`src/rtl/res_mem_pkg.sv`:
```
// Shared types and constants for the result-RAM arbiter.
// The RAM holds a 128x128 image, row-major {y,x}, one byte per pixel.
package res_mem_pkg;
    localparam int AW_DEF       = 14;
    localparam int DW_DEF       = 8;
    localparam int IMG_W        = 128;
    localparam int RD_LAT       = 3;
    localparam int LOCK_MAX_DEF = 16;

    typedef enum logic [1:0] {
        ARB   = 2'd0,
        LOCK0 = 2'd1,
        LOCK1 = 2'd2
    } arb_state_e;
endpackage

```
`src/rtl/rr_arb2.sv`:
```
// Two-way round-robin arbiter with an eligibility mask and combinational grant.
// The most recently granted port loses the next contention.
module rr_arb2 (
    input  logic       clk,
    input  logic       reset,
    input  logic [1:0] i_req,
    input  logic [1:0] i_elig,
    output logic [1:0] o_gnt
);
    logic       r_rr_last;
    logic [1:0] w_req;

    // Grants are suppressed while reset is held so every output reads 0.
    assign w_req = i_req & i_elig & {2{reset}};

    always_comb begin
        o_gnt = 2'b00;
        case (w_req)
            2'b01:   o_gnt = 2'b01;
            2'b10:   o_gnt = 2'b10;
            2'b11:   o_gnt = r_rr_last ? 2'b01 : 2'b10;
            default: o_gnt = 2'b00;
        endcase
    end

    always_ff @(posedge clk or negedge reset) begin
        if (!reset) begin
            r_rr_last <= 1'b1;
        end else if (|o_gnt) begin
            r_rr_last <= o_gnt[1];
        end
    end
endmodule

```
`src/rtl/res_mem_arbiter.sv`:
```
// Two-requester arbiter/sequencer for the single-port result RAM: round-robin
// grants, lock bursts with timeout, and a tagged fixed-latency read return.
module res_mem_arbiter
    import res_mem_pkg::*;
#(
    parameter int AW       = AW_DEF,
    parameter int DW       = DW_DEF,
    parameter int LOCK_MAX = LOCK_MAX_DEF
) (
    input  logic          clk,
    input  logic          reset,
    input  logic          req0,
    input  logic          wr0,
    input  logic          lock0,
    input  logic [AW-1:0] addr0,
    input  logic [DW-1:0] wdata0,
    output logic          gnt0,
    output logic          rvalid0,
    output logic [DW-1:0] rdata0,
    input  logic          req1,
    input  logic          wr1,
    input  logic          lock1,
    input  logic [AW-1:0] addr1,
    input  logic [DW-1:0] wdata1,
    output logic          gnt1,
    output logic          rvalid1,
    output logic [DW-1:0] rdata1,
    output logic          res_wr,
    output logic          res_rd,
    output logic [AW-1:0] res_addr,
    output logic [DW-1:0] res_do,
    input  logic [DW-1:0] res_di,
    output logic          busy,
    output logic          lock_err
);
    localparam int            CW      = $clog2(LOCK_MAX + 1);
    localparam logic [CW-1:0] CNT_MAX = CW'(LOCK_MAX);

    arb_state_e    r_state;
    arb_state_e    w_state_nxt;
    logic [CW-1:0] r_cnt;
    logic [CW-1:0] w_cnt_nxt;
    logic [CW-1:0] w_cnt_inc;
    logic [1:0]    w_elig;
    logic [1:0]    w_gnt;
    logic          w_any;
    logic          w_sel;
    logic          w_g_wr;
    logic          w_g_lock;
    logic          w_own_lock;
    logic          w_err_set;
    logic [AW-1:0] w_g_addr;
    logic [DW-1:0] w_g_wdata;
    logic          r_vld_p1;
    logic          r_tag_p1;
    logic          r_vld_p2;
    logic          r_tag_p2;

    assign w_elig = (r_state == LOCK0) ? 2'b01 :
                    (r_state == LOCK1) ? 2'b10 : 2'b11;

    rr_arb2 u_rr_arb2 (
        .clk    (clk),
        .reset  (reset),
        .i_req  ({req1, req0}),
        .i_elig (w_elig),
        .o_gnt  (w_gnt)
    );

    assign gnt0       = w_gnt[0];
    assign gnt1       = w_gnt[1];
    assign w_any      = |w_gnt;
    assign w_sel      = w_gnt[1];
    assign w_g_wr     = w_sel ? wr1    : wr0;
    assign w_g_lock   = w_sel ? lock1  : lock0;
    assign w_g_addr   = w_sel ? addr1  : addr0;
    assign w_g_wdata  = w_sel ? wdata1 : wdata0;
    assign w_own_lock = (r_state == LOCK1) ? lock1 : lock0;
    assign w_cnt_inc  = r_cnt + 1'b1;

    always_comb begin
        w_state_nxt = r_state;
        w_cnt_nxt   = r_cnt;
        w_err_set   = 1'b0;
        case (r_state)
            ARB: begin
                if (w_any && w_g_lock) begin
                    w_state_nxt = w_sel ? LOCK1 : LOCK0;
                    w_cnt_nxt   = CW'(1);
                end
            end
            LOCK0, LOCK1: begin
                if (w_any) begin
                    if (!w_g_lock) begin
                        w_state_nxt = ARB;
                        w_cnt_nxt   = '0;
                    end else if (w_cnt_inc == CNT_MAX) begin
                        // Burst hit its ceiling: release the lock so the other port gets a turn.
                        w_state_nxt = ARB;
                        w_cnt_nxt   = '0;
                        w_err_set   = 1'b1;
                    end else begin
                        w_cnt_nxt   = w_cnt_inc;
                    end
                end else if (!w_own_lock) begin
                    w_state_nxt = ARB;
                    w_cnt_nxt   = '0;
                end
            end
            default: begin
                w_state_nxt = ARB;
                w_cnt_nxt   = '0;
            end
        endcase
    end

    assign busy = (r_state != ARB) | r_vld_p1 | r_vld_p2;

    always_ff @(posedge clk or negedge reset) begin
        if (!reset) begin
            r_state  <= ARB;
            r_cnt    <= '0;
            lock_err <= 1'b0;
            res_wr   <= 1'b0;
            res_rd   <= 1'b0;
            res_addr <= '0;
            res_do   <= '0;
            r_vld_p1 <= 1'b0;
            r_tag_p1 <= 1'b0;
            r_vld_p2 <= 1'b0;
            r_tag_p2 <= 1'b0;
            rvalid0  <= 1'b0;
            rvalid1  <= 1'b0;
            rdata0   <= '0;
            rdata1   <= '0;
        end else begin
            r_state  <= w_state_nxt;
            r_cnt    <= w_cnt_nxt;
            lock_err <= lock_err | w_err_set;
            // p1: command presented to the RAM, owner tag travels with the read strobe
            res_wr   <= w_any & w_g_wr;
            res_rd   <= w_any & ~w_g_wr;
            if (w_any) begin
                res_addr <= w_g_addr;
                res_do   <= w_g_wdata;
            end
            r_vld_p1 <= w_any & ~w_g_wr;
            r_tag_p1 <= w_sel;
            // p2: RAM output valid on res_di
            r_vld_p2 <= r_vld_p1;
            r_tag_p2 <= r_tag_p1;
            // p3: read data returned to the tagged port
            rvalid0  <= r_vld_p2 & ~r_tag_p2;
            rvalid1  <= r_vld_p2 &  r_tag_p2;
            if (r_vld_p2 && !r_tag_p2) rdata0 <= res_di;
            if (r_vld_p2 &&  r_tag_p2) rdata1 <= res_di;
        end
    end
endmodule

```
`config.mk`:
```
export PLATFORM = sky130hd
export DESIGN_NAME = res_mem_arbiter
export DESIGN_NICKNAME = d
export VERILOG_FILES = /design/src/rtl/res_mem_pkg.sv /design/src/rtl/rr_arb2.sv /design/src/rtl/res_mem_arbiter.sv
export SDC_FILE = /design/constraint.sdc
export NUM_CORES = 1
export LEC_CHECK = 0
export BUFFER_PORTS_ARGS = -buffer_cell sky130_fd_sc_hd__buf_2
export CORE_MARGIN = 3
export CORE_UTILIZATION = 45
export CTS_BUF_LIST = sky130_fd_sc_hd__clkbuf_4 sky130_fd_sc_hd__clkbuf_8
export CTS_CLUSTER_SIZE = 12
export DETAILED_ROUTE_END_ITERATION = 10
export PLACE_DENSITY = 0.83
export SLEW_MARGIN = 30
export SYNTH_ARGS = -nofsm -noshare
export SYNTH_HDL_FRONTEND = slang
export SYNTH_SLANG_ARGS = --single-unit
export TNS_END_PERCENT = 5
```
`constraint.sdc`:
```
create_clock -name clk -period 2 [get_ports clk]
set_input_delay 0.4 -clock clk [delete_from_list [all_inputs] [get_ports clk]]
set_output_delay 0.4 -clock clk [all_outputs]
set_load 0.05 [all_outputs]
```
Yosys cells after proc, flatten, opt, wreduce, memory -nomap -nowiden --
Index checks and enable logic that the tools add are counted. Widths: inputs -> output; s select.
Operators by class: bitwise logic cells 11, muxes and demuxes 26, add/sub/neg operators 1, reduce and logical (&&, ||, !) cells 10, equality and inequality tests 9
Operators by type and width (count):
- $mux 5 | 5
- $mux 2 | 8
- $mux 14 | 1
- $pmux 5 s2 | 1
- $mux 1 | 8
- $mux 8 | 1
- $eq 2x2->1 const B | 3
- $pmux 2 s3 | 1
- $add 5x1->5 const B | 1
- $eq 5x5->1 const B | 1
- $and 1x1->1 | 4
- $and 2x2->2 | 2
- $eq 2x1->1 const B | 2
- $ne 4x4->1 const B | 1
- $pmux 2 s2 | 1
- $reduce_or 2->1 | 2
- $logic_and 1x1->1 | 3
- $ne 3x3->1 const B | 1
- $or 1x1->1 | 3
- $reduce_and 3->1 | 1
- $logic_not 2->1 | 1
- $ne 2x2->1 const B | 1
- $not 1->1 | 2
- $reduce_and 2->1 | 1
- 2 further kinds | 2
Word-level totals: register bits 54, input bits 60, word-level logic and storage cells 72

Longest topological paths before layout --
depth after elaboration 12, depth in mapped cells 8, gate-level depth less buffers 7

By module --
From an unflattened synthesis, not the netlist that was laid out.
Second synthesis, totals: cells, all modules 210, area total of the unflattened synthesis 2413.6 um2
By module, submodules not included:
- res_mem_arbiter | times used 1, sequential area each 1326.3 um2, area each 2338.5 um2, cells an instance 202
- rr_arb2 | times used 1, sequential area each 26.3 um2, area each 75.1 um2, cells an instance 8

Worst setup path before layout --
OpenSTA, ideal clock, no wires.
path type reg-to-output, start point register r_state[0], end point output port gnt0, path slack -0.111 ns, stages on the path, launching flop included 6, required time 1.600 ns, arrival time 1.711 ns, path through dfrtp_1 inv_1 ha_1 and3b_2 a21boi_4 clkbuf_1
On the way: word-level cells in the longest chain between the ends 7, elaborated cells between the ends (all ways) 10, those cells by class eq/ne: 5; mux: 3; bitwise: 2
RTL lines:
- start, declared | RTL line res_mem_arbiter.sv:39 | arb_state_e r_state;
- start signal, assigned | RTL line res_mem_arbiter.sv:137 | r_state <= w_state_nxt;
- $eq 2x2->1 | RTL line res_mem_arbiter.sv:60 | (r_state == LOCK1) ? 2'b10 : 2'b11;
- $mux 1 | RTL line res_mem_arbiter.sv:60
- $mux 2 * | RTL line res_mem_arbiter.sv:59 | assign w_elig = (r_state == LOCK0) ? 2'b01 :
- $and 2x2->2 * (2 in a row) | RTL line rr_arb2.sv:14 | assign w_req = i_req & i_elig & {2{reset}};
- $eq 2x2->1 / $eq 2x1->1 (equally long branches) | RTL line rr_arb2.sv:18 | case (w_req)
- $pmux 2 s3 * | RTL line rr_arb2.sv:18
- end, declared | RTL line res_mem_arbiter.sv:17 | output logic gnt0,
Every way passes the cells marked *; elsewhere a longest branch is shown, timed or not.

Worst setup path after layout --
start point register r_state[1], end point output port gnt1
On the way: word-level cells in the longest chain between the ends 7, elaborated cells between the ends (all ways) 10, those cells by class eq/ne: 5; mux: 3; bitwise: 2
RTL lines:
- $eq 2x2->1 | RTL line res_mem_arbiter.sv:60
- $mux 1 | RTL line res_mem_arbiter.sv:60
- $mux 2 * | RTL line res_mem_arbiter.sv:59
- $and 2x2->2 * (2 in a row) | RTL line rr_arb2.sv:14
- $eq 2x2->1 / $eq 2x1->1 (equally long branches) | RTL line rr_arb2.sv:18
- $pmux 2 s3 * | RTL line rr_arb2.sv:18
- end, declared | RTL line res_mem_arbiter.sv:25 | output logic gnt1,
Marked as above.

==> summary.txt <==
Run status
  – Status: finished with violations
  – Failing checks: negative setup slack

Critical path
  – Reg-to-reg critical path endpoint: r_state[1]
  – FF-to-FF setup slack: -50 ps
  – R2R Path Start: r_state[1]
  – Setup crit end kind: output pin
  – CP max FO: 3
  – Req. time, crit path: around 1600 ps
  – Critical path startpoint category: register
  – Worst Setup SP: r_state[1]
  – Critical path data arrival time: ~1700 ps
  – Setup Crit Path Kind: register to output pin
  – Cells on worst reg2reg path: 8
  – Critical Path Sink: gnt1

Synth
  – Syn nets: ~250
  – Number of synthesized flops with an enable pin: 0
  – Ys Warns: 0
  – Mean post-synth cell area: 12.4 sq um
  – Seq/Total Area, Yosys: 0.579
  – FFs w/ async S/R, synth: 1.00
  – Number of synthesized register bits: 54
  – Synth Instances: 188
  – Mapped Area: about 2300 sq um
  – Yosys top cell area share: 0.567
  – Library cells used by synthesis: 38
  – Top-count cell post-synth: dfrtp_1
  – Synth area leaders: dfrtp_1, mux2_2, a222oi_1
  – Post-synth top cells: dfrtp_1, inv_1, a222oi_1
  – Dominant synthesized flop cell: dfrtp_1
  – Cell taking the most area after synthesis: dfrtp_1

Placement
  – DP Wirelength: between 4000 and 5000 um
  – Gpl congestion: ~0.78
  – PortBufs: ~110
  – Cells after DPL: approximately 360

Die
  – Die Ht: slightly below 80 um
  – Row cnt: 25
  – Starting Density: 0.479
  – I/O Pins: around 110
  – Die area: between 6000 and 7000 sq um
  – Core area: between 4000 and 5000 sq um
  – Die W: 78.1 um

Clock network
  – # H-tree levels: 2
  – Reg clk slew, reported paths: about 100 ps
  – CTS tree: built
  – Max clock buf depth: 2
  – Clk_lat worst skew: 310 ps
  – Num CTS Buffers: 5
  – Clock tree sinks: 54
  – Root Buffer: clkbuf_8

Finish
  – Final std cells w/o fill: roughly 380
  – N_diodes: 0
  – Nets@finish: approximately 380
  – Share of cells above drive strength 1: 0.538
  – Area Overhead vs Synth: 42.1%

Global route
  – First-pass GRT wire length: a little over 10000 um
  – GRT overflow: 0
  – Initial antenna violation count: 0
  – Total GRT Usage: 0.213
  – Number of global-route vias before repair: roughly 2100
  – Largest net degree at the start of global routing: 40

Power
  – Psw: 2900 uW
  – Flop pwr share: 0.311
  – Lkg Pwr: roughly 0.0018 uW
  – Tot Pwr: between 5000 and 6000 uW
  – Sw frac: 0.500
  – P per Cell Area: around 1700 nW/um^2
  – Internal power: slightly below 3000 uW
  – Combinational share of power: 0.559
  – Max VDD drop: between 1000 and 1500 uV
  – Clock network fraction of total power: 0.130

Timing
  – Slew Limit Fails: 0
  – Normalized max-slew margin: 0.679
  – RSZ-0062 raised after global routing: true
  – Tmin final: between 2000 and 2500 ps
  – Post-Route Setup TNS: -156 ps
  – Final setup viols: 4
  – Final period util: 1.03
  – Final worst setup slack: -65.0 ps
  – Worst Tran Pin Value: between 400 and 500 ps
  – Clk_skew: approximately 8.1 ps
  – Fmax: around 0.48 GHz
  – Hold Vio Cnt, Final: 0

Run
  – Max-cap violations: 0

Detailed routing
  – DR pass1 iterations: 8
  – Routed vias: approximately 2100
  – WL/cell: around 17 um
  – DR vias/cell: 5.51
  – Routed WL: between 6000 and 7000 um
  – DRT antenna net count: 0
  – DRC errors left: 0
  – Drt initial violations: between 150 and 200

Hold path
  – Hold WC Path Type: input pin to asynchronous set/reset pin
==> sequential cells by signal (all words and copies together) (netlist names) <==
register	cells
res_addr	14
rdata0	8
rdata1	8
res_do	8
r_cnt	5
r_state	2
lock_err	1
r_tag_p1	1
r_tag_p2	1
r_vld_p1	1
r_vld_p2	1
res_wr	1
rvalid0	1
rvalid1	1
u_rr_arb2.r_rr_last	1
==> routing by layer <==
layer,global-route usage,share of wire,up-vias
li1,-,-,933
met3,0.0585,0.082,26
met2,0.380,0.52,121
met5,0,0,-
met1,0.238,0.36,1018
met4,0.0909,0.039,0
==> critical path: stages, from the launching register on <==
cell	delay (ps)
dfrtp_1	410
inv_2	70
ha_4	150
nand3b_1	240
a21oi_4	230
buf_12	140
buf_12	120
==> through the flow <==
stage	instance area [sq um]	utilization	hold slack (ps)	setup WS [ps]
6_report	3320	0.681	74.2	-65.0
5_1_grt	3320	0.681	92.1	-122
4_1_cts	3280	0.672	79.4	-25.0
3_5_place_dp	3000	0.614	340	26.7
3_3_place_gp	3000	0.614	332	107
2_1_floorplan	2340	-	104	0.458
==> placed cells by master, fill, tap and decap left out, types with 2 or more instances in the layout <==
cell type	netlist	final
nand3_1	2	2
a21o_1	2	2
nand2_1	8	8
clkbuf_8	0	5
buf_8	0	2
a222oi_1	19	19
a32o_1	3	3
a221o_1	3	3
mux2i_2	1	2
ha_1	5	3
dfrtp_1	53	52
buf_12	0	2
o21ai_0	3	3
inv_1	25	23
inv_2	0	2
buf_4	0	17
nor2b_1	5	3
buf_2	1	103
nor2_1	9	9
buf_6	1	2
mux2i_1	4	3
nor2b_4	0	2
mux2_2	17	17
==> cell type report <==
type                    instances  area, sq um
well taps                      67         83.8
flip-flops and latches         54         1350
clock buffers                   5         68.8
inverters                      25         93.8
clock inverters                 3         48.8
fillers                       321         1560
repair buffers                127          768
multi-input cells             100          903
==> power by group through the flow <==
stage                     logic, uW  clock network [uW]  registers, uW
after global routing           3400                 812           1860
after global placement         2950                   0           1780
after CTS                      3180                 759           1790
after floorplan                 899                   0           3120
after detailed placement       2990                   0           1780
final                          3250                 757           1810
==> cells by family (layout without fill, tap and decap cells) <==
| family | after synthesis | after routing | share of synthesized area |
|---|---|---|---|
| DFF | 54 | 54 | 0.579 |
| AOI/OAI and AO/OA | 39 | 39 | 0.153 |
| buffers and inverters | 34 | 160 | 0.0583 |
| and+or+nand+nor | 33 | 33 | 0.0744 |
| muxes | 22 | 22 | 0.105 |
| adders and majority gates | 5 | 5 | 0.0268 |
| xor gates and xnor gates | 1 | 1 | 0.00375 |
==> how the worst min path moves through the flow <==
| stage | slack (ps) | end | cells past startpoint | from |
|---|---|---|---|---|
| after CTS | 80 | res_do[3] | 2 | reset |
| after floorplan | 100 | lock_err | 0 | reset |
| final | 70 | res_do[3] | 2 | reset |
| after detailed placement | 340 | r_tag_p2 | 0 | r_tag_p1 |
| after global placement | 330 | r_tag_p2 | 0 | r_tag_p1 |
| after global routing | 90 | res_do[3] | 2 | reset |
==> what timing repair did <==
item	in CTS	in global routing
hold buffers	0	0
endpoints found under the setup margin	5	26
resized for setup	16	9
setup buffers	10	1
gates cloned	1	0
pin swaps	0	6
No activity file was read; power rests on OpenSTA's default activity.
